### src/rtl/memory_write_control.sv
`default_nettype none
// ============================================================================
// Module   : memory_write_control
// Brief    : Streams bytes into a synchronous RAM from address 0 upward and
//            stops at full; optional read-back verify under MEMWR_VERIFY_EN.
// Revision : 1.0
// ============================================================================
module memory_write_control #(
  parameter int ADDR_W = 8,
  parameter int DATA_W = 8
) (
  input  logic              i_clk,
  input  logic              i_reset,
  input  logic              i_clear,
  input  logic [DATA_W-1:0] i_data_in,
  input  logic              i_data_valid,
  output logic              o_ready,
  output logic [ADDR_W-1:0] o_addr,
  output logic [DATA_W-1:0] o_wr_data,
  output logic              o_wr_en,
  output logic              o_rd_en,
  input  logic [DATA_W-1:0] i_rd_data,
  output logic              o_full,
  output logic [ADDR_W:0]   o_count,
  output logic              o_error,
  output logic [ADDR_W-1:0] o_err_addr
);

  localparam int              c_DEPTH_I   = 1 << ADDR_W;
  localparam logic [ADDR_W:0] c_DEPTH     = (ADDR_W+1)'(c_DEPTH_I);
  localparam logic [2:0]      c_ST_ACCEPT = 3'd0;
  localparam logic [2:0]      c_ST_FULL   = 3'd4;
`ifdef MEMWR_VERIFY_EN
  localparam logic [2:0]      c_ST_WR     = 3'd1;
  localparam logic [2:0]      c_ST_RD     = 3'd2;
  localparam logic [2:0]      c_ST_CMP    = 3'd3;
`endif

  logic [2:0]        r_state;
  logic [ADDR_W-1:0] r_ptr;
  logic [ADDR_W:0]   r_count;
  logic              r_full;
  logic [ADDR_W-1:0] r_addr;
  logic [DATA_W-1:0] r_wr_data;
  logic              r_wr_en;
  logic              w_ready;
  logic              w_accept;
  logic [ADDR_W:0]   w_count_nxt;

  assign w_ready     = (r_state == c_ST_ACCEPT) && !i_reset && !i_clear;
  assign w_accept    = i_data_valid && w_ready;
  assign w_count_nxt = r_count + 1'b1;

`ifdef MEMWR_VERIFY_EN
  logic              r_rd_en;
  logic              r_error;
  logic [ADDR_W-1:0] r_err_addr;
`else
  logic              w_last;
  logic              w_unused_rd;
  assign w_last      = (w_count_nxt == c_DEPTH);
  assign w_unused_rd = ^i_rd_data;
`endif

  // Clear behaves like Reset for the datapath; only the verify error state differs.
  always_ff @(posedge i_clk) begin
    if (i_reset || i_clear) begin
      r_state   <= c_ST_ACCEPT;
      r_ptr     <= '0;
      r_count   <= '0;
      r_full    <= 1'b0;
      r_addr    <= '0;
      r_wr_data <= '0;
      r_wr_en   <= 1'b0;
`ifdef MEMWR_VERIFY_EN
      r_rd_en   <= 1'b0;
`endif
    end else begin
      r_wr_en <= 1'b0;
`ifdef MEMWR_VERIFY_EN
      r_rd_en <= 1'b0;
`endif
      case (r_state)
        c_ST_ACCEPT: begin
          if (w_accept) begin
            r_addr    <= r_ptr;
            r_wr_data <= i_data_in;
            r_wr_en   <= 1'b1;
            r_ptr     <= r_ptr + 1'b1;
            r_count   <= w_count_nxt;
`ifdef MEMWR_VERIFY_EN
            r_state   <= c_ST_WR;
`else
            if (w_last) begin
              r_state <= c_ST_FULL;
              r_full  <= 1'b1;
            end
`endif
          end
        end
`ifdef MEMWR_VERIFY_EN
        c_ST_WR: begin
          r_rd_en <= 1'b1;
          r_state <= c_ST_RD;
        end
        c_ST_RD: begin
          r_state <= c_ST_CMP;
        end
        c_ST_CMP: begin
          if (r_count == c_DEPTH) begin
            r_state <= c_ST_FULL;
            r_full  <= 1'b1;
          end else begin
            r_state <= c_ST_ACCEPT;
          end
        end
`endif
        c_ST_FULL: begin
          r_state <= c_ST_FULL;
        end
        default: begin
          r_state <= c_ST_ACCEPT;
        end
      endcase
    end
  end

`ifdef MEMWR_VERIFY_EN
  // WrData still holds the byte under test while in CMP, so it doubles as the saved copy.
  always_ff @(posedge i_clk) begin
    if (i_reset) begin
      r_error    <= 1'b0;
      r_err_addr <= '0;
    end else if (!i_clear && (r_state == c_ST_CMP) && (i_rd_data != r_wr_data)) begin
      r_error <= 1'b1;
      if (!r_error) begin
        r_err_addr <= r_addr;
      end
    end
  end

  assign o_rd_en    = r_rd_en;
  assign o_error    = r_error;
  assign o_err_addr = r_err_addr;
`else
  assign o_rd_en    = 1'b0;
  assign o_error    = 1'b0;
  assign o_err_addr = '0;
`endif

  assign o_ready   = w_ready;
  assign o_addr    = r_addr;
  assign o_wr_data = r_wr_data;
  assign o_wr_en   = r_wr_en;
  assign o_full    = r_full;
  assign o_count   = r_count;

endmodule
`default_nettype wire
### config.mk
export PLATFORM = sky130hd
export DESIGN_NAME = memory_write_control
export DESIGN_NICKNAME = d
export VERILOG_FILES = /design/src/rtl/memory_write_control.sv
export SDC_FILE = /design/constraint.sdc
export NUM_CORES = 1
export LEC_CHECK = 0
export ABC_AREA = 1
export BUFFER_PORTS_ARGS = -buffer_cell sky130_fd_sc_hd__buf_2
export CAP_MARGIN = 30
export CORE_MARGIN = 2
export CORE_UTILIZATION = 52
export DETAILED_ROUTE_END_ITERATION = 16
export GPL_TIMING_DRIVEN = 0
export PLACE_DENSITY = 0.94
export RECOVER_POWER = 100
export SYNTH_ARGS = -nofsm -noshare
export SYNTH_HDL_FRONTEND = slang
export SYNTH_SLANG_ARGS = --single-unit
### constraint.sdc
create_clock -name i_clk -period 3.4 [get_ports i_clk]
set_clock_uncertainty 0.2 [all_clocks]
set_input_delay 0.51 -clock i_clk [delete_from_list [all_inputs] [get_ports i_clk]]
set_output_delay 0.51 -clock i_clk [all_outputs]
set_load 0.03 [all_outputs]
# Word-level counts from Yosys, hierarchy flattened
# Cells that the tools add are included.
# W data, S select, Z words.
totals:
  inputBits: 20
  memories: 0
  latch_bits: 0
  ram_bits: 0
  word_cells: 29
  output_inout_bits: 38
  ff_bits: 38
  rom_bits: 0
op_classes:
  reduce_logical: 11
  n_div: 0
  n_lt_le_gt_ge: 0
  bitwise_logic: 1
  mul: 0
  n_eq_ne: 4
  shifts: 0
  n_addsub: 2
  muxes: 4
op_table:
  columns: ["op", "count"]
  rows:
  - ["$add A9 B1 Y9 const B", 1]
  - ["$eq A9 B9 Y1 const B", 1]
  - ["$add A8 B1 Y8 const B", 1]
  - ["$mux W3", 2]
  - ["$pmux W3 S2", 1]
  - ["$ne A2 B2 Y1 const B", 2]
  - ["$reduce_and A2 Y1", 2]
  - ["$eq A3 B3 Y1 const B", 1]
  - ["$logic_and A1 B1 Y1", 3]
  - ["$logic_not A3 Y1", 1]
  - ["$reduce_and A3 Y1", 1]
  - ["$logic_not A1 Y1", 2]
  - ["$reduce_or A2 Y1", 1]
  - ["$logic_or A1 B1 Y1", 1]
  - ["$mux W1", 1]
  - ["$not A1 Y1", 1]

# Depth between registers and ports, before layout
depth:
  ltp_word: 6
  depth_mapped: 8
  mapped_depth_nobuf: 8

# Worst setup path before layout
# No wires, ideal clock.
synth_timing:
  kind: "in2reg"
  start: "input port i_clear"
  end: "register r_count[8] (netlist: o_count[8])"
  t_required_ps: 3072
  stages: 7
  arrival_time_ps: 1749
  setup_time_ps: 128
  path_slack_ps: 1323
  path_buffers: 1
  path_cell_list: "inv_1 > nand2_2 > nor2_1 > nand2_1 > buf_2 > a21oi_1 > nor2_1"
synth_via:
  elab_chain_len: 4
  word_cells_on_any_way: 5
  cone_classes: "reduce/logical (5)"
synth_lines:
  columns: ["element", "line", "rtl"]
  rows:
  - ["from (decl)", "14", "input logic i_clear,"]
  - ["$logic_not A1 Y1", "50", "assign w_ready = (r_state == c_ST_ACCEPT) && !i_reset && !i_clear;"]
  - ["$logic_and A1 B1 Y1", "50", null]
  - ["named net o_ready", "17", "output logic o_ready,"]
  - ["$logic_and A1 B1 Y1", "51", "assign w_accept = i_data_valid && w_ready;"]
  - ["$reduce_and A2 Y1 (no line)", null, null]
  - ["to (signal assigned)", "90", "r_count <= w_count_nxt;"]
  - ["to (decl)", "41", "logic [ADDR_W:0] r_count;"]
# The timed path passes the listed nets, and every way through them passes these cells.
# A chain may end at the register's enable or synchronous reset.

# Worst setup path after layout
layout_timing:
  start: "input port i_clear"
  end: "register r_ptr[4]"
layout_via:
  elab_chain_len: 4
  word_cells_on_any_way: 5
  cone_classes: "reduce/logical (5)"
layout_lines:
  columns: ["element", "line", "rtl"]
  rows:
  - ["$logic_not A1 Y1", "50", null]
  - ["$logic_and A1 B1 Y1", "50", null]
  - ["$logic_and A1 B1 Y1", "51", null]
  - ["$reduce_and A2 Y1 (no line)", null, null]
  - ["to (signal assigned)", "89", "r_ptr <= r_ptr + 1'b1;"]
  - ["to (decl)", "40", "logic [ADDR_W-1:0] r_ptr;"]
# Parallel ways exist; a longest one is shown, timed or not.

==> implementation parameters <==
Parameter                              Value

Routing
  DRT antenna net count ... 0
  Via density per instance ... 4.97
  Number of detailed-routing iterations run before antenna repair ... 4
  Mean routed wirelength per cell ... 10.9 um
  DR vias ... 1496
  Residual DRC ... 0
  Number of DRC markers in iteration 0 ... 62
  Final Routed Wirelength ... 3270 um

Die
  Effective utilization at floorplan ... 53.4%
  Top Ports ... 58
  Rows ... 20
  Floorplan core area ... 2980 um^2
  Chip Width ... 59.3 um
  Die ar. ... 3520 um^2
  Vertical extent of the die ... 59.3 um

CTS
  Cts bufs inserted ... 5
  Number of resized instances in the post-cts repair step ... 0
  Num Clock Sinks ... 36
  Post-CTS Setup Bufs ... 0
  Count of hold buffers inserted by post-cts repair ... 0
  Post-CTS clock slew at the launch and capture registers of the worst setup and hold paths ... 0.09 ns
  Maximum level of the CTS H-tree ... 2
  Root Buffer ... sky130_fd_sc_hd__clkbuf_4
  Clock Tree Buf Depth ... 2
  Clock latency of the later-clocked register in the worst-skew pair ... 0.33 ns
  TritonCTS clock tree ... built

Timing
  Relative max-transition margin ... 34.8%
  Hold violation total from the final report ... 0
  Max Freq ... 0.452 GHz
  Total Negative Setup Slacks ... 0 ns
  Unrepaired setup endpoints after global routing ... no
  Min Clock Period, post-route ... 2.21 ns
  Share of the clock period used by the worst path ... 65.1%
  Setup violation total in the final timing report ... 0
  Worst Tran Pin Value ... 0.971 ns
  Max-slew violations ... 0

Power and ir drop
  Leakage component of the power ... 0.000753 uW
  Cell area power density ... 377 nW/um^2
  Worst IR drop on VDD ... 218 uV

Critical path
  CP Data Required Time ... 3.42 ns
  Worst Path Class, Setup ... input pin to register
  R2r setup slk ... 1.30 ns
  Data arrival time of the critical path ... 2.23 ns
  Element type at the critical path end ... register
  Setup crit start kind ... input pin
  Max FO, Critical Path ... 9

Outcome
  Run status ... finished, final reports clean

Place
  I/O Buffers ... 39
  Detailed-placement wirelength estimate ... 2400 um
  Gpl congestion ... 0.810
  Post-Place Cells ... 296

Finish
  Layout cells sized above 1 ... 10.4%
  Number of fillers in the final layout ... 295
  Synth-to-Final Area Change ... 15.7%
  Multi-input logic area ... 686 um^2
  Nets@finish ... 293
  Inserted Diodes ... 0
  Count of non-filler cells in the finished layout ... 301
  Most common cell after layout, fill and taps aside ... sky130_fd_sc_hd__nand2_1
  Register cell area after layout ... 721 um^2
  Commonest cells after routing, fill and taps aside ... 52 x sky130_fd_sc_hd__nand2_1, 36 x sky130_fd_sc_hd__dfxtp_1, 34 x sky130_fd_sc_hd__clkbuf_1

Global route
  Via count of the first global-routing pass ... 1302
  Global-route wire length before repair ... 5490 um
  Combined global-route utilization of all metal layers ... 20.6%
  Remaining global-route overflow ... 0
  Maximum number of pins on one net before global-route repair ... 11
  Number of antenna violations at the first check in global routing ... 0

Synthesis
  Complex-gate fraction of the synthesized area ... 11.0%
  Cell area after technology mapping ... 1590 um^2
  Simple-gate share of the synthesized area ... 26.3%
  Number of synthesis warnings ... 0
  Adder-cell share of the synthesized area ... 2.36%
  Seq cells post-synth ... 36
  Fraction of synthesized area in multiplexers ... 0%
  Largest family of logic cells by synthesized area ... simple AND/OR/NAND/NOR gates
  Post-synthesis xor/xnor area fraction ... 2.20%
  Mean cell area of the mapped netlist ... 7.40 um^2
  Number of unique standard cell types used by synthesis ... 25
  Post-Syn Instances ... 215
  Sequential cell area fraction in the yosys report ... 45.3%

Hold path
  Hold/Removal Path Class ... input pin to register

Run
  Max-Cap Viols ... 0
sequential cells by signal, summed over array words and instances, names as in the netlist:
register   count
o_full         1
o_wr_en        1
o_addr         8
r_ptr          8
o_count        9
o_wr_data      8
r_state        1
power breakdown:
part | switching [uW] | total [uW] | internal [uW]
clock network | 121 | 190 | 69.0
registers | 4.24 | 431 | 427
logic | 52.2 | 73.1 | 20.9
total | 177 | 695 | 517
cells by family after synthesis:
family,count (synthesis)
simple gates,96
buf+inv,42
flops,36
compound gates,33
xor+xnor,4
fa+ha+maj,3
other cells,1
final timing paths:
check                                             start                        end  cells after the start
worst max-delay path                            i_clear      r_ptr[4]$_SDFFE_PP0P_                      9
worst min-delay path                       i_data_in[4]  o_wr_data[4]$_SDFFE_PP0P_                      3
worst max register to register  r_state[2]$_SDFFE_PP0P_      r_ptr[4]$_SDFFE_PP0P_                      6
worst min register to register      o_full$_SDFFE_PP0P_        o_full$_SDFFE_PP0P_                      2
synth_stat cells:
cell type	number	share of area, %
sky130_fd_sc_hd__xnor2_1	1	0.55
sky130_fd_sc_hd__o21ai_0	13	4.1
sky130_fd_sc_hd__nor3_1	3	0.94
sky130_fd_sc_hd__nand2_1	51	12
sky130_fd_sc_hd__a31oi_1	2	0.79
sky130_fd_sc_hd__buf_4	10	4.7
sky130_fd_sc_hd__inv_1	23	5.4
sky130_fd_sc_hd__nand2_2	1	0.39
sky130_fd_sc_hd__nor3_2	1	0.63
sky130_fd_sc_hd__ha_1	3	2.4
sky130_fd_sc_hd__clkbuf_1	3	0.71
sky130_fd_sc_hd__inv_2	1	0.24
sky130_fd_sc_hd__buf_2	4	1.3
sky130_fd_sc_hd__buf_1	1	0.24
sky130_fd_sc_hd__nor2_1	14	3.3
sky130_fd_sc_hd__nand3_1	23	7.2
sky130_fd_sc_hd__o21ai_1	2	0.63
sky130_fd_sc_hd__conb_1	1	0.24
sky130_fd_sc_hd__nor3_4	1	1.0
sky130_fd_sc_hd__a21oi_1	13	4.1
sky130_fd_sc_hd__xor2_1	3	1.7
sky130_fd_sc_hd__o31ai_1	2	0.94
sky130_fd_sc_hd__nand4_1	2	0.79
sky130_fd_sc_hd__dfxtp_1	36	45
sky130_fd_sc_hd__a211oi_1	1	0.47
layer usage:
metal,part of all wire [%],wire (um),vias up,GRT usage (%)
met2,48,1570,49,32.5
met1,44,1450,660,26.6
met5,0,0,-,0
met4,1.3,42,0,9.42
met3,6.2,202,5,4.59
li1,-,-,782,-
final cells by class:
type	instances	share of cell area, %
plain buffers	18	5.77
clock buffers	5	2.04
inverters	24	4.89
multi-input cells	146	37.2
flip-flops and latches	36	39.1
well taps	33	2.24
repair buffers	39	8.70
metrics by stage:
step | power [uW] | utilization [%] | setup WS [ns] | hold slack, ns | area, um^2
3_5_place_dp | 517 | 62.5 | 1.42 | 0.239 | 1860
5_1_grt | 729 | 61.8 | 0.943 | 0.173 | 1840
3_3_place_gp | 516 | 62.5 | 1.48 | 0.240 | 1860
6_report | 695 | 61.8 | 1.19 | 0.172 | 1840
4_1_cts | 707 | 63.8 | 1.55 | 0.160 | 1900
2_1_floorplan | 498 | - | 1.32 | 0.244 | 1630
critical path, stage by stage:
cell and delay, ns:
sky130_fd_sc_hd__buf_2 0.10, sky130_fd_sc_hd__inv_1 0.05, sky130_fd_sc_hd__nand2_1 0.13, sky130_fd_sc_hd__nor3_1 0.78
sky130_fd_sc_hd__nand2_1 0.17, sky130_fd_sc_hd__nor2_1 0.17, sky130_fd_sc_hd__nand2_1 0.09, sky130_fd_sc_hd__o21ai_0 0.16
sky130_fd_sc_hd__a21oi_1 0.06
No activity file was read; power rests on OpenSTA's default activity.
